$ cat config.mk
export PLATFORM = sky130hd
export DESIGN_NAME = vc_input_unit
export DESIGN_NICKNAME = d
export VERILOG_FILES = /design/src/rtl/router_pkg.sv /design/src/rtl/vc_fifo.sv /design/src/rtl/vc_input_unit.sv
export SDC_FILE = /design/constraint.sdc
export NUM_CORES = 1
export LEC_CHECK = 0
export ABC_AREA = 1
export CAP_MARGIN = 10
export CORE_ASPECT_RATIO = 1.75
export CORE_MARGIN = 2
export CORE_UTILIZATION = 40
export CTS_BUF_LIST = sky130_fd_sc_hd__clkbuf_8
export DETAILED_ROUTE_END_ITERATION = 10
export GPL_TIMING_DRIVEN = 1
export PLACE_DENSITY = 0.59
export SYNTH_ARGS = -nofsm -noshare
export SYNTH_HDL_FRONTEND = slang
export SYNTH_SLANG_ARGS = --single-unit
$ cat constraint.sdc
create_clock -name clk -period 4.3 [get_ports clk]
set_input_delay 0.86 -clock clk [delete_from_list [all_inputs] [get_ports clk]]
set_output_delay 0.86 -clock clk [all_outputs]
set_load 0.01 [all_outputs]
$ cat src/rtl/router_pkg.sv
// Shared router types, flit field layout and the XY routing / one-hot helpers.
`ifndef FLIT_DATA_WIDTH
`define FLIT_DATA_WIDTH 32
`endif

package router_pkg;

    typedef enum logic [1:0] {
        BODY      = 2'b00,
        HEAD      = 2'b01,
        TAIL      = 2'b10,
        HEAD_TAIL = 2'b11
    } flit_type_e;

    typedef enum logic [1:0] {
        IDLE,
        ROUTING,
        VC_ALLOC,
        ACTIVE
    } vc_state_e;

    localparam int FLIT_TYPE_LSB = 0;
    localparam int FLIT_TYPE_W   = 2;

    localparam int unsigned PORT_N   = 0;
    localparam int unsigned PORT_S   = 1;
    localparam int unsigned PORT_W   = 2;
    localparam int unsigned PORT_E   = 3;
    localparam int unsigned PORT_L   = 4;
    localparam int          PORT_CNT = 5;

    function automatic logic [PORT_CNT-1:0] index_2_one_hot(input int unsigned idx);
        return PORT_CNT'(1) << idx;
    endfunction

    // X is resolved before Y; row index grows towards the S port.
    function automatic logic [PORT_CNT-1:0] route_compute(input int unsigned cur_id,
                                                          input int unsigned dst_id,
                                                          input int unsigned per_row);
        int unsigned cx, cy, dx, dy, port;
        cx = cur_id % per_row;
        cy = cur_id / per_row;
        dx = dst_id % per_row;
        dy = dst_id / per_row;
        if (dx > cx)      port = PORT_E;
        else if (dx < cx) port = PORT_W;
        else if (dy < cy) port = PORT_N;
        else if (dy > cy) port = PORT_S;
        else              port = PORT_L;
        return index_2_one_hot(port);
    endfunction

    function automatic logic is_head(input flit_type_e t);
        return (t == HEAD) || (t == HEAD_TAIL);
    endfunction

    function automatic logic is_tail(input flit_type_e t);
        return (t == TAIL) || (t == HEAD_TAIL);
    endfunction

endpackage

$ cat src/rtl/vc_fifo.sv
// Single-VC flit FIFO; any depth >= 2, pointers wrap explicitly at DEPTH-1.
module vc_fifo #(
    parameter int FLIT_W = 32,
    parameter int DEPTH  = 4
) (
    input  logic                       clk,
    input  logic                       reset,
    input  logic                       push,
    input  logic                       pop,
    input  logic [FLIT_W-1:0]          din,
    output logic                       full,
    output logic                       empty,
    output logic [$clog2(DEPTH+1)-1:0] count,
    output logic [FLIT_W-1:0]          front
);
    localparam int PTR_W = $clog2(DEPTH);
    localparam int CNT_W = $clog2(DEPTH + 1);

    logic [FLIT_W-1:0] mem [DEPTH];
    logic [PTR_W-1:0]  rd_ptr, wr_ptr;
    logic              do_push, do_pop;

    function automatic logic [PTR_W-1:0] ptr_next(input logic [PTR_W-1:0] p);
        return (p == PTR_W'(DEPTH - 1)) ? '0 : p + PTR_W'(1);
    endfunction

    assign full    = (count == CNT_W'(DEPTH));
    assign empty   = (count == '0);
    assign front   = mem[rd_ptr];
    assign do_pop  = pop && !empty;
    // A full FIFO still accepts a write when the same cycle frees a slot.
    assign do_push = push && (!full || do_pop);

    always_ff @(posedge clk) begin
        if (do_push) mem[wr_ptr] <= din;
    end

    always_ff @(posedge clk or negedge reset) begin
        if (!reset) begin
            rd_ptr <= '0;
            wr_ptr <= '0;
            count  <= '0;
        end else begin
            if (do_push) wr_ptr <= ptr_next(wr_ptr);
            if (do_pop)  rd_ptr <= ptr_next(rd_ptr);
            case ({do_push, do_pop})
                2'b10:   count <= count + CNT_W'(1);
                2'b01:   count <= count - CNT_W'(1);
                default: count <= count;
            endcase
        end
    end

endmodule

$ cat src/rtl/vc_input_unit.sv
// Router input port: per-VC FIFOs, packet FSMs, route compute and VA/SA handshakes.
// Each switched flit is registered to the crossbar and returns one upstream credit.
module vc_input_unit
    import router_pkg::*;
#(
    parameter int NUM_PORTS      = 5,
    parameter int NUM_VC         = 4,
    parameter int VC_DEPTH       = 4,
    parameter int FLIT_W         = `FLIT_DATA_WIDTH,
    parameter int NUM_ROUTERS    = 16,
    parameter int ROUTER_PER_ROW = 4,
    parameter int ROUTER_ID      = 0,
    parameter int VC_BITS        = $clog2(NUM_VC)
) (
    input  logic                        clk,
    input  logic                        reset,
    input  logic [FLIT_W-1:0]           in_flit,
    input  logic                        in_valid,
    input  logic [VC_BITS-1:0]          in_vc,
    output logic [NUM_VC-1:0]           va_req,
    output logic [NUM_PORTS*NUM_VC-1:0] va_dst_port,
    input  logic [NUM_VC-1:0]           va_grant,
    input  logic [VC_BITS*NUM_VC-1:0]   va_out_vc,
    input  logic [NUM_VC-1:0]           ds_credit_ok,
    output logic [NUM_VC-1:0]           sa_req,
    input  logic [NUM_VC-1:0]           sa_grant,
    output logic [FLIT_W-1:0]           st_flit,
    output logic                        st_valid,
    output logic [NUM_PORTS-1:0]        st_dst_port,
    output logic [VC_BITS-1:0]          st_out_vc,
    output logic                        credit_valid,
    output logic [VC_BITS-1:0]          credit_vc,
    output logic                        err_overflow,
    output logic                        err_protocol
);
    localparam int RID_BITS = $clog2(NUM_ROUTERS);
    localparam int CNT_W    = $clog2(VC_DEPTH + 1);

    vc_state_e            state_q    [NUM_VC];
    vc_state_e            state_d    [NUM_VC];
    logic [NUM_PORTS-1:0] port_q     [NUM_VC];
    logic [VC_BITS-1:0]   out_vc_q   [NUM_VC];
    logic [FLIT_W-1:0]    fifo_front [NUM_VC];
    logic [CNT_W-1:0]     fifo_count [NUM_VC];
    logic [NUM_VC-1:0]    fifo_push, fifo_pop, fifo_full, fifo_empty, proto_drop;
    logic                 sa_sel_valid;
    logic [VC_BITS-1:0]   sa_sel;
    logic                 overflow;

    for (genvar g = 0; g < NUM_VC; g++) begin : g_vc
        vc_fifo #(.FLIT_W(FLIT_W), .DEPTH(VC_DEPTH)) u_fifo (
            .clk   (clk),
            .reset (reset),
            .push  (fifo_push[g]),
            .pop   (fifo_pop[g]),
            .din   (in_flit),
            .full  (fifo_full[g]),
            .empty (fifo_empty[g]),
            .count (fifo_count[g]),
            .front (fifo_front[g])
        );
    end

    always_comb begin
        fifo_push = '0;
        for (int unsigned v = 0; v < NUM_VC; v++) begin
            fifo_push[v] = in_valid && (in_vc == VC_BITS'(v));
        end
    end

    assign overflow = in_valid && fifo_full[in_vc] && !fifo_pop[in_vc];

    always_comb begin
        state_d      = state_q;
        fifo_pop     = '0;
        proto_drop   = '0;
        va_req       = '0;
        va_dst_port  = '0;
        sa_req       = '0;
        sa_sel_valid = 1'b0;
        sa_sel       = '0;
        for (int unsigned v = 0; v < NUM_VC; v++) begin
            case (state_q[v])
                IDLE: begin
                    if (!fifo_empty[v]) begin
                        if (is_head(flit_type_e'(fifo_front[v][FLIT_TYPE_LSB +: FLIT_TYPE_W]))) begin
                            state_d[v] = ROUTING;
                        end else begin
                            fifo_pop[v]   = 1'b1;
                            proto_drop[v] = 1'b1;
                        end
                    end
                end
                ROUTING:  state_d[v] = VC_ALLOC;
                VC_ALLOC: begin
                    va_req[v] = 1'b1;
                    va_dst_port[v*NUM_PORTS +: NUM_PORTS] = port_q[v];
                    if (va_grant[v]) state_d[v] = ACTIVE;
                end
                ACTIVE:   sa_req[v] = (fifo_count[v] != '0) && ds_credit_ok[v];
                default:  state_d[v] = IDLE;
            endcase
        end
        // Lowest requesting VC wins a multi-hot grant; one switch pop per cycle.
        for (int unsigned v = 0; v < NUM_VC; v++) begin
            if (!sa_sel_valid && sa_req[v] && sa_grant[v]) begin
                sa_sel_valid = 1'b1;
                sa_sel       = VC_BITS'(v);
            end
        end
        if (sa_sel_valid) begin
            fifo_pop[sa_sel] = 1'b1;
            if (is_tail(flit_type_e'(fifo_front[sa_sel][FLIT_TYPE_LSB +: FLIT_TYPE_W]))) begin
                state_d[sa_sel] = IDLE;
            end
        end
    end

    always_ff @(posedge clk or negedge reset) begin
        if (!reset) begin
            for (int unsigned v = 0; v < NUM_VC; v++) state_q[v] <= IDLE;
        end else begin
            state_q <= state_d;
        end
    end

    always_ff @(posedge clk or negedge reset) begin
        if (!reset) begin
            for (int unsigned v = 0; v < NUM_VC; v++) begin
                port_q[v]   <= '0;
                out_vc_q[v] <= '0;
            end
            st_flit      <= '0;
            st_valid     <= 1'b0;
            st_dst_port  <= '0;
            st_out_vc    <= '0;
            credit_valid <= 1'b0;
            credit_vc    <= '0;
            err_overflow <= 1'b0;
            err_protocol <= 1'b0;
        end else begin
            for (int unsigned v = 0; v < NUM_VC; v++) begin
                if (state_q[v] == ROUTING) begin
                    port_q[v] <= NUM_PORTS'(route_compute(ROUTER_ID,
                                     32'(fifo_front[v][FLIT_W-1 -: RID_BITS]), ROUTER_PER_ROW));
                end
                if (state_q[v] == VC_ALLOC && va_grant[v]) begin
                    out_vc_q[v] <= va_out_vc[v*VC_BITS +: VC_BITS];
                end
            end
            st_valid     <= sa_sel_valid;
            credit_valid <= sa_sel_valid;
            if (sa_sel_valid) begin
                st_flit     <= fifo_front[sa_sel];
                st_dst_port <= port_q[sa_sel];
                st_out_vc   <= out_vc_q[sa_sel];
                credit_vc   <= sa_sel;
            end
            if (overflow)    err_overflow <= 1'b1;
            if (|proto_drop) err_protocol <= 1'b1;
        end
    end

endmodule

==> key figures, run 1 <==
STA
  • Slew HR: between 20% and 30%
  • Max-slew violations: 0
  • Minimum clock period: about 3.2 ns
  • Fin crit share: around three quarters
  • Fin. Hold Viols: 0
  • Worst Clk Skew: ~0.044 ns
  • Peak Freq: around 320 MHz
  • Fin Setup TNS: 0 ns
  • Worst Tran Pin Value: roughly 1.2 ns
  • RSZ-0062 raised after global routing: no
  • Final hold slack: 0.299 ns
  • # setup viols final: 0

Synth
  • Mapped Nets: about 2,300
  • Seq/Total Area, Yosys: a little over two thirds
  • Top_reg_cell synth: edfxtp_1
  • Async set-or-reset flop fraction in the synthesized netlist: between 10% and 20%
  • Synth unique cells: 46
  • Seq cells post-synth: 620
  • Syn Inst Count: 2,194
  • Syn. warnings: 0
  • Mapped Area: ~26,000 µm²
  • Post-synth EDFFs: roughly 510
  • Post-Syn Area per Cell: between 10 and 15 µm²

Power and ir drop
  • Maximum vdd drop: approximately 320 µV
  • Pwr/cell area: between 600 and 700 nW/µm²
  • Pleak: 10.9 nW
  • Final Power: approximately 19 mW

Floorplanning
  • Core ar.: approximately 63,000 µm²
  • IO Pins: 130
  • Die ar.: 66,400 µm²
  • # rows: between 100 and 150
  • Initial Utilization: roughly two fifths
  • Die W: ~200 µm
  • Die height: roughly 340 µm

Worst setup path
  • Setup CP Type: flip-flop to primary output
  • Critical Path AT: between 2 and 2.5 ns
  • Crit end category: primary output
  • Most frequent CP cell: nor2_1
  • Critical Path RT: around 3.4 ns
  • Crit path cell chain: nor2_1, inv_1, nor2_1, clkdlybuf4s50_1
  • CP max FO: 5
  • Crit-path slowest cell: clkdlybuf4s50_1
  • Worst path max stage delay: between 0.5 and 0.6 ns
  • Worst setup SP type: flip-flop

Clock tree
  • CTS tree: yes
  • CTS buffer count: 87
  • Clock transition at the registers of the reported paths: 0.07 ns
  • H-Tree Depth: 3
  • Clock sink total: 620
  • Cts repair resizes: 0
  • Worst-Skew Late Latency: about 0.69 ns
  • CTS Hold Bufs: 0
  • Postcts setup bufs: 0
  • Max clock buf depth: 3
  • Clock Tree Root: clkbuf_8

Global routing
  • M2 GR Usage: 40.7%
  • Global-route usage over all layers: between 20% and 30%
  • First-pass GRT wire length: 107,000 µm
  • Met1 usage: 22.5%
  • Gr ovfl total: 0
  • Antenna violations before repair: 2
  • Vias in the first global route: between 15,000 and 20,000
  • Largest net degree at the start of global routing: 67
  • Busiest grt layer: met2
  • GR Layer Usage met3: under 10%

Final layout
  • Fin area: 29,600 µm²
  • Share of cells above drive strength 1: approximately a tenth
  • Nets@finish: around 2,400
  • Area Growth Syn to Fin: 15.3%
  • Layout Cells excl Fill: 3,226

Drt
  • Via count: about 17,000
  • Initial DRC Count: around 1,300
  • Residual DRC: 0
  • Vias per Instance: 5.34
  • Drt total wl: between 70,000 and 80,000 µm
  • Detail Route Antenna Nets: 0
  • DRT Pass-1 Iters: 5
  • Routed len/inst: around 22 µm

Placed design
  • Post-DP Area: between 20,000 and 30,000 µm²
  • Placed cells: between 3,000 and 4,000
  • Port Buffers: ~130
  • RD Place Congestion: roughly 0.85
  • Post-DP HPWL: approximately 47,000 µm

Hold path
  • Hold/Removal Path Class: primary input to asynchronous set/reset pin

Status
  • Status: finished clean

Flow run
  • Maxcap violations: 0
==> through the flow <==
step                      util, %  worst slack [ns]
final                        46.8              1.15
after detailed placement     44.0             0.745
after global placement       44.0             0.680
after floorplan                 -             0.860
after CTS                    46.8              1.07
after global routing         46.8              1.01
==> critical path: cells and delay by family (launching register included) <==
family / cells / cell delay [ns]
buffers and inverters: 2 / 0.72
DFF: 1 / 0.41
and+or+nand+nor: 2 / 0.48
==> flip-flops by register name (all words and copies together) (netlist names), 2 cells and up <==
name                cells
g_vc.u_fifo.mem       512
st_flit                32
port_q                 20
g_vc.u_fifo.count      12
g_vc.u_fifo.rd_ptr      8
g_vc.u_fifo.wr_ptr      8
out_vc_q                8
state_q                 8
st_dst_port             5
credit_vc               2
st_out_vc               2
==> cell families (layout without fill, tap and decap cells) <==
family	count (synthesis)	in the layout	share of synthesized area [%]
AOI/OAI and AO/OA	427	427	9.14
other	0	1	0
buffers and inverters	268	493	4.57
and+or+nand+nor	843	843	14.2
muxes	6	6	0.263
adders and majority gates	25	25	1.33
xor gates and xnor gates	5	5	0.170
DFF	620	620	70.4
==> layout make-up <==
type	count	area [µm²]
Tap cell	806	1010
Clock inverter	66	450
Clock buffer	97	1340
Fill cell	5691	33700
Sequential cell	620	18100
Antenna cell	1	2.50
Timing Repair Buffer	166	1570
Inverter	164	626
Multi-Input combinational cell	1306	6560
==> cell usage in the layout, fill, tap and decap left out, drive strengths merged, types with 6 or more instances in the layout <==
master         instances
edfxtp               512
nor2                 397
nand2                282
o21ai                255
inv                  187
clkdlybuf4s50        128
dfrtp                108
nand3                105
clkbuf                97
o22ai                 89
a21oi                 61
buf                   38
clkinv                33
or2                   31
ha                    21
nor3                  14
a22oi                 10
nand4                 10
o22a                   6
mux2                   6
bufinv                 6
==> per-layer routing <==
metal	vias to the layer above	wire, µm
li1	7928	-
met5	-	13
met2	557	38400
met4	2	5600
met1	8546	25200
met3	183	3140
==> path summary, 6_finish.rpt <==
path,from,depth (start not counted),slack (ns),to
max in group asynchronous,reset,2,3.00,st_flit[16]$_DFFE_PN0N_
min in group clk,g_vc[2].u_fifo.count[2]$_DFFE_PN0P_,2,0.48,g_vc[2].u_fifo.count[2]$_DFFE_PN0P_
worst min register to register,g_vc[2].u_fifo.count[2]$_DFFE_PN0P_,2,0.48,g_vc[2].u_fifo.count[2]$_DFFE_PN0P_
worst min-delay path,reset,1,0.30,g_vc[1].u_fifo.rd_ptr[0]$_DFFE_PN0P_
worst max-delay path,state_q[0]$_DFF_PN0_,4,1.15,va_dst_port[19]
worst max register to register,g_vc[3].u_fifo.rd_ptr[0]$_DFFE_PN0P_,13,1.28,g_vc[3].u_fifo.count[2]$_DFFE_PN0P_
==> power by group <==
part / internal [mW] / switching (mW) / leakage, nW / total [mW]
clock: 2.45 / 2.23 / 1.00 / 4.68
sequential: 7.25 / 0.441 / 5.89 / 7.70
combinational: 2.12 / 4.41 / 4.04 / 6.53
total: 11.8 / 7.08 / 10.9 / 18.9
==> synth_stat cells, types with 15 or more instances <==
cell type    n  share of area, %
inv_1      149               2.2
ha_1        21               1.0
edfxtp_1   512                60
or2_0       15              0.37
o22ai_1     89               2.2
buf_2       31              0.60
a21oi_1     61               1.2
nand3_1     95               1.9
clkbuf_1    53              0.77
dfrtp_1    108                11
nor2_1     390               5.7
o21ai_0    243               4.7
nand2_1    272               4.0
Note: power is estimated with default switching activity, not from simulation.
==> inputs of run 2 (changes only) <==
- clock period: 4.3 -> 3.25 ns (I/O delays scaled with it)
==> key figures, run 2 (same netlist as run 1, synthesis figures left out) <==
Drt
  • Routed len/inst: roughly 23 µm
  • Initial DRC Count: 1,478
  • Vias per Instance: around 5.4
  • Drt total wl: roughly 75,000 µm
  • DRT Pass-1 Iters: 6
  • Detail Route Antenna Nets: 0
  • Via count: ~17,000
  • Residual DRC: 0

Worst setup path
  • Critical Path RT: approximately 2.6 ns
  • CP max FO: 5
  • Crit path cell chain: nor2_1, inv_1, nor2_1, clkdlybuf4s50_1
  • Most frequent CP cell: nor2_1
  • Crit end category: primary output
  • Reg-to-Reg End: g_vc[0].u_fifo.mem[0][7]$_DFFE_PP_
  • Critical Path AT: around 2.3 ns
  • Crit path from: state_q[0]$_DFF_PN0_
  • Worst path max stage delay: 0.56 ns
  • Worst setup SP type: flip-flop
  • Cells on worst reg2reg path: 8
  • Worst R2R Start: g_vc[0].u_fifo.rd_ptr[1]$_DFFE_PN0P_
  • Setup CP Type: flip-flop to primary output
  • Crit-path slowest cell: clkdlybuf4s50_1
  • Worst R2R Setup Slack: ~0.53 ns

STA
  • Worst Clk Skew: between 0.04 and 0.05 ns
  • Fin. Hold Viols: 0
  • Fin worst setup slack: approximately 0.28 ns
  • Fin crit share: slightly above 90%
  • Minimum clock period: 2.97 ns
  • Worst Tran Pin Value: about 0.84 ns
  • Slew HR: approximately 44%
  • # setup viols final: 0
  • Fin Setup TNS: 0 ns
  • RSZ-0062 raised after global routing: no
  • Peak Freq: 337 MHz
  • Max-slew violations: 0

Final layout
  • Most common cell after layout, fill and taps aside: edfxtp_1
  • Top Registers: g_vc.u_fifo.mem (512), st_flit (32), port_q (20)
  • Commonest non-fill, non-tap cells in the layout: 512 x edfxtp_1, 374 x nor2_1, 272 x nand2_1
  • Share of cells above drive strength 1: between 10% and 20%
  • FILL cells: between 5,000 and 6,000
  • Largest reg by FF count: g_vc.u_fifo.mem
  • Seq. cell area: 18,100 µm²
  • Max reg flops: about 510
  • Multi-input combinational cell area: roughly 6600 µm²
  • Nets@finish: ~2,500
  • Area Growth Syn to Fin: 17.0%
  • Layout Cells excl Fill: around 3,200

Hold path
  • Hold endpoint: g_vc[2].u_fifo.count[2]$_DFFE_PN0P_
  • Hold Path Cell Cnt: 2
  • Beginning of the worst hold path: g_vc[2].u_fifo.count[2]$_DFFE_PN0P_
  • Hold/Removal Path Class: flip-flop to flip-flop

Floorplanning
  • Initial Utilization: 40.6%
  • Die ar.: approximately 66,000 µm²
  • # rows: about 120
  • Die W: approximately 200 µm
  • IO Pins: between 100 and 150
  • Core ar.: approximately 63,000 µm²
  • Die height: around 340 µm

Global routing
  • Largest net degree at the start of global routing: 64
  • First-pass GRT wire length: ~110,000 µm
  • Global-route usage over all layers: between 20% and 30%
  • Vias in the first global route: between 15,000 and 20,000
  • Gr ovfl total: 0
  • Antenna violations before repair: 2

Clock tree
  • Postcts setup bufs: 0
  • CTS buffer count: just under 90
  • CTS Hold Bufs: 1
  • Clock transition at the registers of the reported paths: 0.07 ns
  • Max clock buf depth: 3
  • Clock Tree Root: clkbuf_8
  • H-Tree Depth: 3
  • Clock sink total: 620
  • CTS tree: yes
  • Cts repair resizes: 0
  • Worst-Skew Late Latency: 0.69 ns

Power and ir drop
  • Maximum vdd drop: 351 µV
  • Pleak: between 10 and 15 nW
  • Net switching power: around 9.5 mW
  • Internal power consumption: 15.8 mW
  • Clk pwr share: 24.5%
  • Logic pwr share: a little over a third
  • Flop pwr share: between 40% and 50%
  • Switching fraction of total power: between 30% and 40%
  • Pwr/cell area: 843 nW/µm²

Flow run
  • Maxcap violations: 0

Placed design
  • RD Place Congestion: ~0.88
  • Post-DP HPWL: approximately 47,000 µm
  • Dpl ws: ~0.16 ns
  • Port Buffers: about 130
  • Placed cells: 3,085

Status
  • Status: finished clean
-- run 2: cell types whose count changed in the layout (fill, tap and decap cells not counted) --
cell,previous run,this run
clkinv_1,15,14
clkinvlp_4,4,2
buf_12,0,20
inv_1,171,180
bufinv_16,6,5
buf_4,38,41
dlygate4sd3_1,0,1
clkinv_4,2,1
clkbuf_8,97,103
clkinv_2,16,4
-- run 2: per-stage QoR --
step | cell area [µm²] | hold WS [ns] | util (%) | total power [mW]
floorplan | 25700 | 0.354 | - | 15.6
global placement | 28300 | 0.460 | 44.6 | 19.1
detailed placement | 28300 | 0.462 | 44.6 | 19.3
CTS | 30100 | 0.479 | 47.5 | 25.5
global route | 30100 | 0.504 | 47.5 | 26.9
finish | 30100 | 0.475 | 47.5 | 25.4
-- run 2: layout make-up --
class / instances / share of cell area [%]
antenna: 1 / 0.00832
sequential: 620 / 60.1
tap: 806 / 3.35
timing repair buffer: 190 / 6.65
multi-input combinational: 1306 / 21.8
clock inverter: 58 / 1.22
inverter: 164 / 2.08
clock buffer: 103 / 4.72
-- run 2: worst max-delay path by stage --
stage	to	slack (ns)	depth (start not counted)
finish	va_dst_port[16]	0.28	4
global placement	st_dst_port[0]$_DFFE_PN0N_	0.19	14
floorplan	g_vc[3].u_fifo.mem[0][0]$_DFFE_PP_	0.02	8
global route	va_dst_port[16]	0.10	4
detailed placement	st_dst_port[0]$_DFFE_PN0N_	0.16	14
CTS	va_dst_port[16]	0.18	4
-- run 2: power groups by stage --
stage               clock network (mW)  logic (mW)  registers, mW
floorplan                            0        5.34           10.2
CTS                               6.32        8.94           10.3
detailed placement                   0        8.90           10.4
global route                      6.66        9.83           10.4
global placement                     0        8.68           10.4
finish                            6.21        8.87           10.3
-- run 2: layer usage --
layer	GRT usage, %	vias up	wire, µm	share of wire (%)
met3	3.73	190	3860	5.2
li1	-	7966	-	-
met1	24.1	8719	26600	36
met4	12.2	2	4110	5.5
met5	0	-	12	0.016
met2	42.5	619	40100	54
-- run 2: worst max-delay path: cells and delay by family, from the launching register on --
family                 cells  cell delay, ns
buffers and inverters      2            0.73
DFF                        1            0.41
and+or+nand+nor            2            0.50
==> inputs of run 3 (changes only) <==
- RECOVER_POWER: default -> 25
- SETUP_SLACK_MARGIN: default -> 0.15
==> key figures, run 3 (same netlist as run 1, synthesis figures left out) <==
Flow run
  • Maxcap violations: 0

STA
  • RSZ-0062 raised after global routing: no
  • Worst Tran Pin Value: about 1.3 ns
  • Fin. Hold Viols: 0
  • Worst Clk Skew: approximately 0.039 ns
  • Fin Setup TNS: 0 ns
  • Minimum clock period: about 2.9 ns
  • # setup viols final: 0
  • Slew HR: 14.1%
  • Fin crit share: ~90%
  • Peak Freq: 348 MHz
  • Max-slew violations: 0

Clock tree
  • H-Tree Depth: 3
  • Max clock buf depth: 3
  • Clock Tree Root: clkbuf_8
  • Worst-Skew Late Latency: 0.67 ns
  • CTS buffer count: 89
  • CTS tree: yes
  • Clock sink total: 620
  • Clock transition at the registers of the reported paths: around 0.070 ns

Worst setup path
  • Critical Path RT: approximately 2.6 ns
  • Crit path cell chain: inv_1, nor2_1, inv_1, nor2_1, clkdlybuf4s50_1
  • Crit end category: primary output
  • Crit-path slowest cell: clkdlybuf4s50_1
  • Critical Path AT: roughly 2.2 ns
  • CP max FO: 5
  • Setup CP Type: flip-flop to primary output
  • CP Buf/Inv Count: 3
  • Worst setup SP type: flip-flop
  • Worst path max stage delay: approximately 0.55 ns
  • Crit-path leading delay family: buffers and inverters

Power and ir drop
  • Pwr/cell area: around 840 nW/µm²
  • Maximum vdd drop: 355 µV
  • Pleak: 11.2 nW

Global routing
  • Vias in the first global route: 18,000
  • First-pass GRT wire length: ~110,000 µm
  • Global-route usage over all layers: between 20% and 30%
  • Largest net degree at the start of global routing: 63
  • Antenna violations before repair: 4
  • Gr ovfl total: 0

Placed design
  • Post-DP HPWL: between 40,000 and 50,000 µm
  • RD Place Congestion: a little under 0.9
  • Port Buffers: ~130

Final layout
  • Share of cells above drive strength 1: between 10% and 20%
  • FILL cells: around 5,700
  • Most common cell after layout, fill and taps aside: edfxtp_1
  • Top Registers: g_vc.u_fifo.mem (512), st_flit (32), port_q (20)
  • Commonest non-fill, non-tap cells in the layout: 512 x edfxtp_1, 373 x nor2_1, 272 x nand2_1
  • Largest reg by FF count: g_vc.u_fifo.mem
  • Nets@finish: around 2,500
  • Area Growth Syn to Fin: 17.0%
  • Final Util: around 47%
  • Max reg flops: 512

Floorplanning
  • Die ar.: 66,400 µm²
  • # rows: 122
  • Initial Utilization: 40.6%
  • Core ar.: roughly 63,000 µm²
  • IO Pins: 130
  • Die W: between 150 and 200 µm
  • Die height: 339 µm

Status
  • Status: finished clean

Drt
  • Detail Route Antenna Nets: 0
  • Routed len/inst: roughly 23 µm
  • Initial DRC Count: around 1,400
  • Via count: between 15,000 and 20,000
  • Vias per Instance: about 5.4
  • Drt total wl: around 75,000 µm
  • Residual DRC: 0
  • DRT Pass-1 Iters: 7

Hold path
  • Hold/Removal Path Class: flip-flop to flip-flop
-- run 3: final timing paths --
| check | from | to | slack [ns] | depth (start not counted) |
|---|---|---|---|---|
| max in group asynchronous | reset | st_flit[18]$_DFFE_PN0N_ | 1.47 | 3 |
| hold reg to reg | g_vc[2].u_fifo.count[2]$_DFFE_PN0P_ | g_vc[2].u_fifo.count[2]$_DFFE_PN0P_ | 0.48 | 2 |
| min in group asynchronous | reset | g_vc[2].u_fifo.wr_ptr[0]$_DFFE_PN0P_ | 0.80 | 2 |
| setup / recovery | state_q[7]$_DFF_PN0_ | va_dst_port[4] | 0.37 | 5 |
| setup reg to reg | g_vc[0].u_fifo.rd_ptr[0]$_DFFE_PN0P_ | g_vc[0].u_fifo.mem[3][1]$_DFFE_PP_ | 0.63 | 9 |
| hold / removal | g_vc[2].u_fifo.count[2]$_DFFE_PN0P_ | g_vc[2].u_fifo.count[2]$_DFFE_PN0P_ | 0.48 | 2 |
-- run 3: power by group --
group | leakage, nW | internal, mW | switching (mW) | total, mW
Combinational | 4.30 | 3.02 | 5.98 | 9.00
Sequential | 5.89 | 9.60 | 0.577 | 10.2
Clock | 0.990 | 3.07 | 2.93 | 5.99
-- run 3: worst min-delay path: stages, from the launching register on --
cell,delay [ns]
dfrtp_1,0.35
nand2_1,0.06
nand2_1,0.05
-- run 3: final cells by class --
class | instances | area [µm²] | share of cell area, %
Timing Repair Buffer | 208 | 2080 | 6.92
Tap cell | 806 | 1010 | 3.35
Antenna cell | 2 | 5.00 | 0.0166
Clock inverter | 63 | 370 | 1.23
Clock buffer | 97 | 1340 | 4.44
Inverter | 164 | 626 | 2.08
Multi-Input combinational cell | 1306 | 6560 | 21.8
Sequential cell | 620 | 18100 | 60.1
-- run 3: routing by layer --
metal  routed length [µm]  global-route usage, %
met1                26300                   23.8
met2                39900                   42.5
met3                 3900                   3.29
met4                 4360                   13.5
met5                   27                      0
-- run 3: through the flow --
stage	cells	power, mW	hold WS [ns]	setup slack (ns)	cell area, µm²
finish	3266	25.2	0.480	0.373	30100
floorplan	2194	15.6	0.354	0.0199	25700
global route	3266	26.6	0.521	0.202	30100
CTS	3264	25.3	0.479	0.190	30100
global placement	3103	19.1	0.453	0.0900	28400
detailed placement	3103	19.4	0.465	0.0715	28400
-- run 3: what timing repair did --
action / in CTS / in global routing
setup buffers: 0 / 0
hold buffers: 1 / 0
gates resized for setup: 0 / 1
hold endpoints to repair: 20 / 0
endpoints found under the setup margin: 0 / 5
